**src/rtl/instr_fetch_unit.sv**
```systemverilog
//------------------------------------------------------------------------------
// Module      : instr_fetch_unit
// Description : Fetches one instruction at the given PC over a req/gnt + rvalid
//               handshake, latches it into the IR and produces PC+4.
//               Optional macro: FETCH_ALIGN_CHECK_EN (misaligned PC -> error).
// Revision    : 1.0 - initial release
//------------------------------------------------------------------------------
`default_nettype none

module instr_fetch_unit #(
    parameter int WIDTH          = 32,
    parameter int INSTR_WIDTH    = 32,
    parameter int TIMEOUT_CYCLES = 255
) (
    input  logic                   clk,
    input  logic                   rst,
    input  logic                   fetch_start_in,
    input  logic [WIDTH-1:0]       pc_in,
    output logic                   imem_req_out,
    output logic [WIDTH-1:0]       imem_addr_out,
    input  logic                   imem_gnt_in,
    input  logic                   imem_rvalid_in,
    input  logic [INSTR_WIDTH-1:0] imem_rdata_in,
    output logic [INSTR_WIDTH-1:0] ir_out,
    output logic [WIDTH-1:0]       pc_plus4_out,
    output logic                   fetch_done_out,
    output logic                   busy_out,
    output logic                   fetch_err_out
);

    localparam logic [7:0] c_TIMEOUT = 8'(TIMEOUT_CYCLES);

    typedef enum logic [1:0] {
        S_IDLE = 2'd0,
        S_REQ  = 2'd1,
        S_WAIT = 2'd2
    } state_t;

    state_t                 r_state;
    state_t                 w_state_next;
    logic                   r_req;
    logic                   r_done;
    logic                   r_err;
    logic [WIDTH-1:0]       r_addr;
    logic [WIDTH-1:0]       r_pc4;
    logic [INSTR_WIDTH-1:0] r_ir;
    logic [7:0]             r_cnt;

    logic                   w_accept;
    logic                   w_misalign;
    logic                   w_busy;
    logic [7:0]             w_cnt_next;
    logic                   w_cnt_hit;
    logic                   w_load_ir;
    logic                   w_timeout;

`ifdef FETCH_ALIGN_CHECK_EN
    assign w_misalign = |pc_in[1:0];
`else
    assign w_misalign = 1'b0;
`endif

    // A start coinciding with the done pulse is dropped, not queued.
    assign w_accept   = fetch_start_in && (r_state == S_IDLE) && !r_done;
    assign w_busy     = (r_state != S_IDLE);
    assign w_cnt_next = r_cnt + 8'd1;
    assign w_cnt_hit  = (w_cnt_next == c_TIMEOUT);
    assign w_load_ir  = (r_state == S_WAIT) && imem_rvalid_in;
    // Data arriving on the final cycle completes the fetch instead of timing out.
    assign w_timeout  = w_busy && w_cnt_hit && !w_load_ir;

    always_ff @(posedge clk) begin
        if (rst) begin
            r_state <= S_IDLE;
            r_req   <= 1'b0;
        end else begin
            r_state <= w_state_next;
            r_req   <= (w_state_next == S_REQ);
        end
    end

    always_comb begin
        w_state_next = r_state;
        case (r_state)
            S_IDLE: begin
                if (w_accept && !w_misalign) begin
                    w_state_next = S_REQ;
                end
            end
            S_REQ: begin
                if (w_timeout) begin
                    w_state_next = S_IDLE;
                end else if (imem_gnt_in) begin
                    w_state_next = S_WAIT;
                end
            end
            S_WAIT: begin
                if (w_load_ir || w_timeout) begin
                    w_state_next = S_IDLE;
                end
            end
            default: begin
                w_state_next = S_IDLE;
            end
        endcase
    end

    always_ff @(posedge clk) begin
        if (rst) begin
            r_done <= 1'b0;
            r_err  <= 1'b0;
            r_addr <= '0;
            r_pc4  <= '0;
            r_ir   <= '0;
            r_cnt  <= '0;
        end else begin
            r_done <= w_load_ir || w_timeout || (w_accept && w_misalign);
            if (w_accept) begin
                r_addr <= {pc_in[WIDTH-1:2], 2'b00};
                r_pc4  <= pc_in + WIDTH'(4);
                r_err  <= w_misalign;
                r_cnt  <= '0;
            end else if (w_busy) begin
                r_cnt <= w_cnt_next;
            end
            if (w_timeout) begin
                r_err <= 1'b1;
            end
            if (w_load_ir) begin
                r_ir <= imem_rdata_in;
            end
        end
    end

    assign imem_req_out   = r_req;
    assign imem_addr_out  = r_addr;
    assign ir_out         = r_ir;
    assign pc_plus4_out   = r_pc4;
    assign fetch_done_out = r_done;
    assign busy_out       = w_busy;
    assign fetch_err_out  = r_err;

endmodule

`default_nettype wire

```
**config.mk**
```make
export PLATFORM = sky130hd
export DESIGN_NAME = instr_fetch_unit
export DESIGN_NICKNAME = d
export VERILOG_FILES = /design/src/rtl/instr_fetch_unit.sv
export SDC_FILE = /design/constraint.sdc
export NUM_CORES = 1
export LEC_CHECK = 0
export ABC_AREA = 1
export BUFFER_PORTS_ARGS = -buffer_cell sky130_fd_sc_hd__buf_4
export CAP_MARGIN = 5
export CORE_ASPECT_RATIO = 1.5
export CORE_MARGIN = 2
export CORE_UTILIZATION = 55
export CTS_BUF_LIST = sky130_fd_sc_hd__clkbuf_2
export DETAILED_ROUTE_END_ITERATION = 8
export PLACE_DENSITY = 0.87
export SYNTH_ARGS = -nofsm -noshare
export SYNTH_HDL_FRONTEND = slang
export SYNTH_SLANG_ARGS = --single-unit
```
**constraint.sdc**
```tcl
create_clock -name clk -period 2 [get_ports clk]
set_input_delay 0.5 -clock clk [delete_from_list [all_inputs] [get_ports clk]]
set_output_delay 0.5 -clock clk [all_outputs]
set_load 0.01 [all_outputs]
```
### Yosys cells after proc, flatten, opt, wreduce, memory -nomap -nowiden

Cells that the tools add are included.

* flip-flop bits (word level): 107
* bits in latches: 0
* RAM bits: 0
* bits in read-only memories: 0
* bits of input ports: 69
* output and inout port bits: 100
* word-level logic and storage cells: 33
* memories: 0

* add/sub/neg operators: 2
* multiply operators: 0
* divide/modulo/power cells: 0
* magnitude comparators: 0
* eq/ne operators: 4
* shift operators: 0
* multiplexer cells: 7
* bitwise gates (word level): 0
* reduce and logical (&&, ||, !) cells: 12

Operators with widths (count)
* $add 32x3->32 const B: 1
* $add 8x1->8 const B: 1
* $eq 8x8->1 const B: 1
* $mux 2: 4
* $pmux 2 s3: 1
* $logic_and 1x1->1: 5
* $eq 2x1->1 const B: 2
* $reduce_bool 2->1: 2
* $eq 2x2->1 const B: 1
* $logic_not 1->1: 2
* $logic_not 2->1: 1
* $mux 1: 2
* $reduce_or 2->1: 1
* $logic_or 1x1->1: 1

### Depth between registers and ports, before layout

* word-level depth: 8
* mapped depth: 11
* mapped depth without buffers: 11

### Worst setup path before layout

OpenSTA, ideal clock, no wires.

* path type: input to register
* from: input pc_in[2]
* to: register r_pc4[10], in the netlist pc_plus4_out[10]
* library setup time: 0.056 ns
* data arrival time: 1.474 ns
* data required time: 1.944 ns
* setup slack: 0.470 ns
* stages: 10
* path buffers: 0
* cells stage by stage: ha_1 -> nand2_1 -> nor2_1 -> inv_1 -> nor3_2 -> xor2_1 -> nand2_1 -> nand2_1 -> nand2_1 -> inv_1

* word-level cells in the longest chain between the ends: 1

RTL lines
* start, declared: RTL line 18 `input logic [WIDTH-1:0] pc_in,`
* $add 32x3->32: RTL line 120 `r_pc4 <= pc_in + WIDTH'(4);`
* end signal, assigned: RTL line 120
* end, declared: RTL line 45 `logic [WIDTH-1:0] r_pc4;`

No other way between the ends.
A chain may end at the register's enable or synchronous reset.

### Worst setup path after layout

* from: register r_state[0]
* to: output busy_out

* word-level cells in the longest chain between the ends: 1

RTL lines
* start, declared: RTL line 39 `state_t r_state;`
* start signal, assigned: RTL line 77 `r_state <= w_state_next;`
* $reduce_bool 2->1: RTL line 65 `assign w_busy = (r_state != S_IDLE);`
* end, declared: RTL line 27 `output logic busy_out,`

No other way between the ends.

==> results.yml <==
outcome:
  status: "complete, no violations"
floorplanning:
  core_um2: 8360
  initial_core_util_pct: 56.2
  die_area_um2: 9320
  die_w_um: 79.5
  rows: 41
  io_pins: 169
  die_height_um: 117
placed_design:
  hpwl_um: 10700
  place.gp.congestion: 0.922
  port_buffers: 166
  dp_slack_ns: 0.116
final_layout:
  areaGrowthSynthToFinish_pct: 30.5
  drive_gt1_share_pct: 24.8
  diodes: 0
  finalNetCount: 889
  final_util_pct: 73.4
drt:
  drc_errors: 0
  first_iter_violations: 243
  viasPerCell: 5.49
  wire_per_inst_um: 15.2
  routed_wl_um: 14100
  routed-via-count: 5091
  firstDrtPassIters: 5
  ant_nets: 0
critical_path:
  crit_type: "flip-flop to output pin"
  endpoint_kind: "output pin"
  worst_path_max_delay_cell: "dfxtp_2"
  path_cells: "nor2_4, inv_2, buf_4"
  cp-start-kind: "flip-flop"
  crit_family: "flip-flops"
  cp_num_buf_inv: 2
  cp_max_fo: 9
  critPathArrivalTime_ns: 1.39
  cp.required_ns: 1.50
  slowest_delay_ns: 0.44
clock_tree:
  clock_sinks: 107
  cts_max_level: 3
  cts_tree: "yes"
  clockBufferDepth: 2
  root_buffer: "clkbuf_2"
  cts_buffers: 9
  clk_latency_ns: 0.58
  clkTransAtPathRegs_ns: 0.24
global_routing:
  overflow: 0
  grt_start_max_net_pins: 70
  grt_usage_pct: 29.6
  antenna_found_initial: 0
  grt_pass1_wl_um: 21600
  grt_pass1_vias: 4691
power_and_ir_drop:
  power.total_mw: 3.92
  p_per_area_nw_per_um2: 639
  p_leak_nw: 2.81
  ir_worst_vdd_mv: 0.427
synthesis:
  synth_ff_type: "dfxtp_1"
  yosys.area.top_type_share_pct: 45.5
  synth.area.top_cells: "dfxtp_1 (46%), nand2_1 (15%), a21oi_1 (6.6%)"
  yosysSeqAreaShare_pct: 45.5
  yosys.area.top_type: "dfxtp_1"
  synth_most_common_cell: "nand2_1"
  synth_edf_count: 0
  synth.distinct_cells: 33
  ys_warn_count: 0
  ys_top_cells_by_count: "nand2_1 (189), dfxtp_1 (107), nor2_1 (69), a21oi_1 (62), nand3_1 (60)"
  syn_area_per_cell_um2: 7.13
  syn-cell-area_um2: 4700
  synth_cells: 660
  synthArstFlopShare_pct: 0
  ys_seq_elements: 107
sta:
  fin_crit_ns: 1.89
  tns_ns: 0
  finalCritPeriodShare_pct: 94.4
  grt_setup_unrepaired: "no"
  finClkSkew_ns: 0.00855
  finalWorstSetupSlack_ns: 0.112
  slew_viol_final: 0
  holdWs_ns: 0.116
  fmax_mhz: 530
  setup_viol: 0
  hold_violations: 0
flow_run:
  max_cap_violations: 0
hold_path:
  hold_class: "input port to flip-flop"
-- cell families after synthesis --
kind of cell / synth area share [%]
other: 0.0797
xor gates and xnor gates: 2.23
buffers and inverters: 7.58
adders and majority gates: 0.798
DFF: 45.5
AOI/OAI and AO/OA: 13.1
and+or+nand+nor: 30.7
-- metal layers --
| layer | GRT usage (%) | vias to the layer above | part of all wire (%) |
|---|---|---|---|
| met3 | 4.91 | 34 | 7.4 |
| met1 | 33.3 | 2357 | 37 |
| li1 | - | 2466 | - |
| met5 | 0 | - | 0 |
| met2 | 54.3 | 234 | 53 |
| met4 | 13.0 | 0 | 3.0 |
-- registers in the layout, indices dropped and copies added, names as in the netlist --
signal and count:
ir_out 32, pc_plus4_out 32, imem_addr_out 30, r_cnt 8, r_state 2, fetch_done_out 1
fetch_err_out 1, imem_req_out 1
-- power breakdown --
part           switching [mW]  internal [mW]  total, mW
Combinational           0.423          0.345      0.767
Clock                   0.667          0.164      0.831
Sequential             0.0717           2.25       2.32
Total                    1.16           2.76       3.92
-- final cells by class --
type                            instances  area (µm²)
Clock inverter                          2        15.0
Tap cell                              107         134
Inverter                               51         191
Fill cell                             705        2230
Timing Repair Buffer                  179        1380
Multi-Input combinational cell        469        2210
Sequential cell                       107        2140
Clock buffer                           12        60.1
-- through the flow --
step / std cells / instance area (µm²)
3_5_place_dp: 913 / 6060
3_3_place_gp: 913 / 6060
2_1_floorplan: 661 / 4710
4_1_cts: 927 / 6130
5_1_grt: 927 / 6140
6_report: 927 / 6140
-- final timing paths --
path / from / endpoint / slack, ns / depth (start not counted)
worst max-delay path: r_state[0] / busy_out / 0.11 / 3
worst min-delay path: pc_in[0] / pc_plus4_out[0] / 0.12 / 2
worst max register to register: r_state[0] / pc_plus4_out[23] / 0.32 / 9
worst min register to register: imem_addr_out[6] / imem_addr_out[6] / 0.48 / 2
-- worst reg2reg max path: cells and delay by family (launching register included) --
family | cells | cell delay (ns)
and+or+nand+nor | 6 | 0.85
DFF | 1 | 0.41
buffers and inverters | 3 | 0.41
-- placed cells by master, fill, tap and decap left out --
| cell | count |
|---|---|
| inv_1 | 47 |
| o21ai_1 | 2 |
| buf_4 | 176 |
| xor2_1 | 11 |
| o21ai_0 | 15 |
| buf_12 | 3 |
| nand3b_1 | 1 |
| nor3b_1 | 1 |
| a31oi_1 | 4 |
| nor2_1 | 68 |
| nor3_1 | 11 |
| nand2_2 | 1 |
| nand4_1 | 7 |
| nor2_2 | 1 |
| a21oi_1 | 62 |
| a32o_1 | 1 |
| clkinv_1 | 1 |
| nor3_4 | 1 |
| and3_1 | 1 |
| nand3_1 | 60 |
| ha_1 | 3 |
| clkinvlp_4 | 2 |
| dfxtp_1 | 106 |
| o211ai_1 | 2 |
| nand2_1 | 189 |
| inv_2 | 3 |
| a211oi_1 | 17 |
| conb_1 | 2 |
| o21bai_1 | 1 |
| xnor2_1 | 1 |
| nor2_4 | 1 |
| clkbuf_2 | 12 |
| nor3_2 | 2 |
| a22o_1 | 4 |
| dfxtp_2 | 1 |
-- timing repair --
action	CTS	global route
setup endpoints to repair	0	1
buffers inserted	0	0
hold buffers	0	0
gates resized for setup	0	1
No activity file was read; power rests on OpenSTA's default activity.
